==> src/rtl/fir_ctrl_fsm.sv <==
// fir_ctrl_fsm: sequences coefficient load, FIR filtering into the FIFO, full hold and UART drain.
// Push-buttons are synchronised and edge-detected locally; the coefficient counter lives here too.
module fir_ctrl_fsm #(
    parameter int NUM_COEF     = 16,
    parameter int SYNC_STAGES  = 2,
    parameter int AUTO_RESTART = 0,
    localparam int AW          = $clog2(NUM_COEF)
) (
    input  logic          clk_i,
    input  logic          rst_ni,
    input  logic          btn_load_i,
    input  logic          btn_send_i,
    input  logic          coef_valid_i,
    input  logic          sample_valid_i,
    input  logic          fifo_full_i,
    input  logic          fifo_empty_i,
    input  logic          tx_ready_i,
    output logic          en_recepcion_o,
    output logic          coef_we_o,
    output logic [AW-1:0] coef_addr_o,
    output logic          coef_loaded_o,
    output logic          en_fir_o,
    output logic          fifo_wr_o,
    output logic          fifo_rd_o,
    output logic          led_full_o,
    output logic          overflow_o,
    output logic [2:0]    state_o
);
    typedef enum logic [2:0] {IDLE = 3'd0, LOAD = 3'd1, FILTER = 3'd2, FULL = 3'd3, SEND = 3'd4} state_t;

    state_t st, st_n;
    logic [SYNC_STAGES-1:0] l_sync, s_sync;
    logic l_prev, s_prev, l_pulse, s_pulse;
    logic [AW-1:0] cnt, cnt_n;
    logic loaded_n;

    always_ff @(posedge clk_i or negedge rst_ni) begin
        if (!rst_ni) begin
            l_sync  <= '0;
            s_sync  <= '0;
            l_prev  <= 1'b0;
            s_prev  <= 1'b0;
            l_pulse <= 1'b0;
            s_pulse <= 1'b0;
        end else begin
            l_sync  <= {l_sync[SYNC_STAGES-2:0], btn_load_i};
            s_sync  <= {s_sync[SYNC_STAGES-2:0], btn_send_i};
            l_prev  <= l_sync[SYNC_STAGES-1];
            s_prev  <= s_sync[SYNC_STAGES-1];
            l_pulse <= l_sync[SYNC_STAGES-1] & ~l_prev;
            s_pulse <= s_sync[SYNC_STAGES-1] & ~s_prev;
        end
    end

    // A load pulse overrides everything, including a simultaneous send pulse or coefficient.
    always_comb begin
        st_n     = st;
        cnt_n    = cnt;
        loaded_n = coef_loaded_o;
        if (l_pulse) begin
            st_n     = LOAD;
            cnt_n    = '0;
            loaded_n = 1'b0;
        end else begin
            case (st)
                IDLE:    st_n = (s_pulse && coef_loaded_o) ? FILTER : IDLE;
                LOAD: begin
                    if (coef_valid_i) begin
                        if (cnt == AW'(NUM_COEF - 1)) begin
                            st_n     = FILTER;
                            cnt_n    = '0;
                            loaded_n = 1'b1;
                        end else begin
                            cnt_n = cnt + 1'b1;
                        end
                    end
                end
                FILTER:  st_n = fifo_full_i ? FULL : FILTER;
                FULL:    st_n = s_pulse ? SEND : FULL;
                SEND:    st_n = fifo_empty_i ? ((AUTO_RESTART != 0) ? FILTER : IDLE) : SEND;
                default: st_n = IDLE;
            endcase
        end
    end

    always_ff @(posedge clk_i or negedge rst_ni) begin
        if (!rst_ni) begin
            st             <= IDLE;
            cnt            <= '0;
            coef_loaded_o  <= 1'b0;
            overflow_o     <= 1'b0;
            en_recepcion_o <= 1'b0;
            en_fir_o       <= 1'b0;
            led_full_o     <= 1'b0;
        end else begin
            st             <= st_n;
            cnt            <= cnt_n;
            coef_loaded_o  <= loaded_n;
            overflow_o     <= overflow_o | ((st == FILTER) & sample_valid_i & fifo_full_i);
            en_recepcion_o <= st == LOAD;
            en_fir_o       <= st == FILTER;
            led_full_o     <= st == FULL;
        end
    end

    assign coef_we_o   = (st == LOAD) & coef_valid_i;
    assign coef_addr_o = (st == LOAD) ? cnt : '0;
    assign fifo_wr_o   = (st == FILTER) & sample_valid_i & ~fifo_full_i;
    assign fifo_rd_o   = (st == SEND) & tx_ready_i & ~fifo_empty_i;
    assign state_o     = st;
endmodule
==> config.mk <==
export PLATFORM = sky130hd
export DESIGN_NAME = fir_ctrl_fsm
export DESIGN_NICKNAME = d
export VERILOG_FILES = /design/src/rtl/fir_ctrl_fsm.sv
export SDC_FILE = /design/constraint.sdc
export NUM_CORES = 1
export LEC_CHECK = 0
export ABC_AREA = 0
export CAP_MARGIN = 20
export CORE_ASPECT_RATIO = 1.4
export CORE_MARGIN = 4
export CORE_UTILIZATION = 25
export DETAILED_ROUTE_END_ITERATION = 16
export GPL_TIMING_DRIVEN = 0
export SYNTH_ARGS = -nofsm -noshare
export SYNTH_HDL_FRONTEND = slang
export SYNTH_SLANG_ARGS = --single-unit
==> constraint.sdc <==
create_clock -name clk_i -period 3 [get_ports clk_i]
set_input_delay 0.45 -clock clk_i [delete_from_list [all_inputs] [get_ports clk_i]]
set_output_delay 0.45 -clock clk_i [all_outputs]
set_load 0.05 [all_outputs]
Word level (Yosys, flattened, before mapping) --
Index checks and enable logic that the tools add are counted.
Word-level totals: bits in registers 20, input bits 9, word-level logic and storage cells 59
Operators by class: add/sub/neg operators 1, equal/unequal tests 7, multiplexer cells 17, bitwise operators 13, reduce and logical (&&, ||, !) cells 8
Operators with widths (number):
- 4-bit 2-to-1 mux | 5
- 3-bit 2-to-1 mux | 5
- 3-bit case mux with 5 select lines | 1
- 1-bit bitwise AND | 8
- 3-bit by 2-bit == test with 1-bit output (second input constant) | 2
- 3-bit != test (second input constant) | 2
- 2-bit nonzero test | 3
- 1-bit 2-to-1 mux | 5
- 4-bit by 1-bit adder with 4-bit output (second input constant) | 1
- 4-bit == test (second input constant) | 1
- 1-bit inverter | 4
- 2-bit AND reduction | 2
- 3-bit by 1-bit == test with 1-bit output (second input constant) | 1
- 3-bit == test (second input constant) | 1
- 3-bit zero test | 1
- 3-bit AND reduction | 1
- 2-bit 2-to-1 mux | 1
- 1-bit logical AND | 1
- 1-bit bitwise OR | 1

Logic depth before layout (Yosys ltp) --
Gate-level depths: netlist of run 1.
depth after elaboration 5, gate-level depth with buffers 5, gate-level depth less buffers 4

Least setup slack after synthesis of run 1 --
No wires, ideal clock.
path kind reg-to-output, from register st[0] (netlist: state_o[0]), to output fifo_wr_o, data arrival time 1.756 ns, required time 2.550 ns, slack 0.794 ns, cell stages (with the launch flop) 5, path buffers 1, cell sequence dfrtp_1 buf_4 nor3b_1 nand2_1 nor2_1
On the way: word-level cells in the longest chain between the ends 3
RTL lines:
- start, declared | RTL line 31 | state_t st, st_n;
- start signal, assigned | RTL line 96 | st <= st_n;
- 3-bit by 2-bit == test with 1-bit output | RTL line 108 | assign fifo_wr_o = (st == FILTER) & sample_valid_i & ~fifo_full_i;
- 1-bit bitwise AND (2 in series) | RTL line 108
- end, declared | RTL line 23 | output logic fifo_wr_o,
Every way passes these cells.

Worst setup path after layout of run 1 --
from input fifo_empty_i, to output fifo_rd_o
On the way: word-level cells in the longest chain between the ends 2
RTL lines:
- start, declared | RTL line 16 | input logic fifo_empty_i,
- 1-bit inverter | RTL line 109 | assign fifo_rd_o = (st == SEND) & tx_ready_i & ~fifo_empty_i;
- 1-bit bitwise AND | RTL line 109
- end, declared | RTL line 24 | output logic fifo_rd_o,
Every way passes these cells.

==> summary.txt, run 1 <==
Clock tree
  • Root Driver: clkbuf_8
  • Clock Sinks: 20
  • Clock buffer count from CTS: 3
  • Post-CTS Setup Repair Bufs: 0
  • H-tree levels: 1
  • Post-CTS Hold Buffers: 0
  • CTS tree: yes
  • Clock slew at reported path FFs: roughly 0.070 ns
  • Clock tree buffer depth: 2
  • Worst skew pair latency: 0.26 ns
  • CTS resizes: 0

Drt
  • Routed Antenna Nets: 0
  • Initial DRC count: 18
  • Wirelength per Cell: about 12 um
  • DR DRC count: 0
  • Via count: a little over 600
  • TritonRoute pass-1 iters: 3
  • Final wirelength: ~1600 um
  • Via density: roughly 4.5

Timing
  • Final Setup Violations: 0
  • Fin crit share: 87.3%
  • Slew @ Worst Pin: around 0.88 ns
  • Fin crit period: between 2 and 3 ns
  • Final Max Slew Viols: 0
  • Skew final: slightly above 0.003 ns
  • RSZ-0062 raised after global routing: no
  • Fin Hold WS: ~0.36 ns
  • Final Hold Violating Endpoints: 0
  • Fmax: 382 MHz
  • Setup TNS: 0 ns
  • Rel. slew slack: between 40% and 50%

Synth
  • Synth area leaders: dfrtp_1 (60%), and2_1 (4.5%), mux2i_1 (3.6%)
  • Synthesized flop and latch total: 20
  • Distinct cells, synth: 27
  • Share of synthesized area occupied by flip-flops and latches: between 60% and 70%
  • Cell area after synthesis: approximately 830 um^2
  • Yosys top cell area share: between 60% and 70%
  • Post-synth EDFFs: 0
  • Syn_area_per_cell: about 12 um^2
  • Fraction of registers with async set/reset: 100%
  • Syn_nets: 78
  • Primary FF master, synth: dfrtp_1
  • Synth Instances: 68
  • Yosys top cell by area: dfrtp_1
  • YS warnings: 0

Global routing
  • Gr usage total: under 10%
  • Vias in the first global route: 569
  • Initial antenna violation count: 0
  • Grt ovf: 0
  • First-pass GRT wire length: around 2600 um
  • Largest net degree at the start of global routing: 21

Floorplanning
  • Die ar.: about 4300 um^2
  • Number of cell rows: 24
  • Initial core utilization: about a quarter
  • Area of the core: 3150 um^2
  • I/O pins: 24
  • Die Y: around 76 um
  • Chip width: between 50 and 60 um

Placement
  • Port bufs: 23
  • DP HPWL: between 1000 and 1500 um
  • Gpl congestion: between 0.7 and 0.8

Outcome
  • Status: complete, no violations

Hold path
  • Worst Hold Class: flip-flop to flip-flop
  • Min-delay src: s_sync[0]$_DFF_PN0_

Pwr
  • Power density over cell area: 626 nW/um^2
  • Peak supply drop: 0.301 mV
  • Leakage: roughly 0.51 nW

Cells and area
  • Area growth from synthesis to layout: 42.0%
  • Antenna Cells: 0
  • NumNets Final: about 110
  • Most common cell after layout, fill and taps aside: clkdlybuf4s50_1
  • Most frequent cells in the layout: clkdlybuf4s50_1 (23), dfrtp_1 (20), and2_1 (6), nor2_1 (6)
  • Share of layout cells above drive strength 1: under 10%

Setup path
  • CP Capture Type: primary output
  • Crit Reg-Reg Startpoint: cnt[0]$_DFFE_PN0P_
  • CP arrival: 2.17 ns
  • Worst Setup Start Kind: primary input
  • Critical path fanouts, max: 2
  • Req. time, crit path: between 2 and 3 ns
  • Critical path type: primary input to primary output
  • Worst setup path start: fifo_empty_i

Run
  • Max Cap Viol: 0
==> cells by family after synthesis <==
group	synth area share [%]
and+or+nand+nor	18.3
DFF	60.1
AOI/OAI and AO/OA	12.5
muxes	3.60
adders and majority gates	1.50
buffers and inverters	4.05
==> through the flow <==
| step | total power, W | util [%] | setup slack (ns) | area [um^2] | instances |
|---|---|---|---|---|---|
| detailed placement | 0.000483 | 35.3 | 0.340 | 1110 | 130 |
| global placement | 0.000477 | 35.3 | 0.374 | 1110 | 130 |
| floorplan | 0.000421 | - | 0.794 | 833 | 68 |
| global route | 0.000777 | 37.5 | 0.235 | 1180 | 134 |
| finish | 0.000741 | 37.5 | 0.381 | 1180 | 134 |
| CTS | 0.000750 | 37.5 | 0.352 | 1180 | 134 |
==> Yosys cell counts, types with 2 or more instances <==
cell type	n
dfrtp_1	20
nor2b_1	2
inv_1	3
a31oi_1	2
nor2_1	6
and2_1	6
nand2_1	3
nor3b_1	2
mux2i_1	3
nand4_1	2
a21oi_1	3
==> routing by layer <==
layer | vias up | wire length (um) | track usage (%)
met3 | 2 | 91 | 2.20
met5 | - | 0 | 0
met4 | 0 | 8 | 3.48
met1 | 304 | 632 | 8.91
li1 | 292 | - | -
met2 | 11 | 891 | 12.7
==> worst paths after layout <==
kind,to,slack (ns),depth (start not counted)
hold reg to reg,s_sync[1]$_DFF_PN0_,0.36,0
setup reg to reg,cnt[3]$_DFFE_PN0P_,1.61,4
max in group asynchronous,cnt[0]$_DFFE_PN0P_,1.77,1
min in group asynchronous,state_o[1]$_DFFE_PN0P_,0.69,1
hold / removal,s_sync[1]$_DFF_PN0_,0.36,0
setup / recovery,fifo_rd_o,0.38,4
==> flip-flops by register name, summed over array words and instances (netlist names), 2 cells and up <==
name,count
cnt,4
l_sync,2
s_sync,2
state_o,3
==> critical path: stages <==
cell and delay (ns):
clkdlybuf4s50_1 0.41, nor4b_1 0.34, and2_1 0.18, clkdlybuf4s50_1 0.80
==> report_power, final <==
| part | switching [W] | total, W | internal, W |
|---|---|---|---|
| Sequential | 0.0000230 | 0.000312 | 0.000289 |
| Combinational | 0.0000971 | 0.000164 | 0.0000668 |
| Clock | 0.0000876 | 0.000266 | 0.000178 |
==> final cells by class <==
class / count / area [um^2]
fill: 319 / 1970
tap: 39 / 48.8
inverter: 3 / 11.3
clock buffer: 3 / 41.3
multi-input combinational: 42 / 299
buffer: 3 / 22.5
sequential: 20 / 500
timing repair buffer: 23 / 230
clock inverter: 1 / 30.0
No activity file was read; power rests on OpenSTA's default activity.
==> run 2, diff against run 1 <==
ABC_CLOCK_PERIOD_IN_PS = 3000   (was unset)
GPL_ROUTABILITY_DRIVEN = 0   (was unset)
==> results of run 2 <==
Final layout, timing and power as in run 1 (identical DEF).
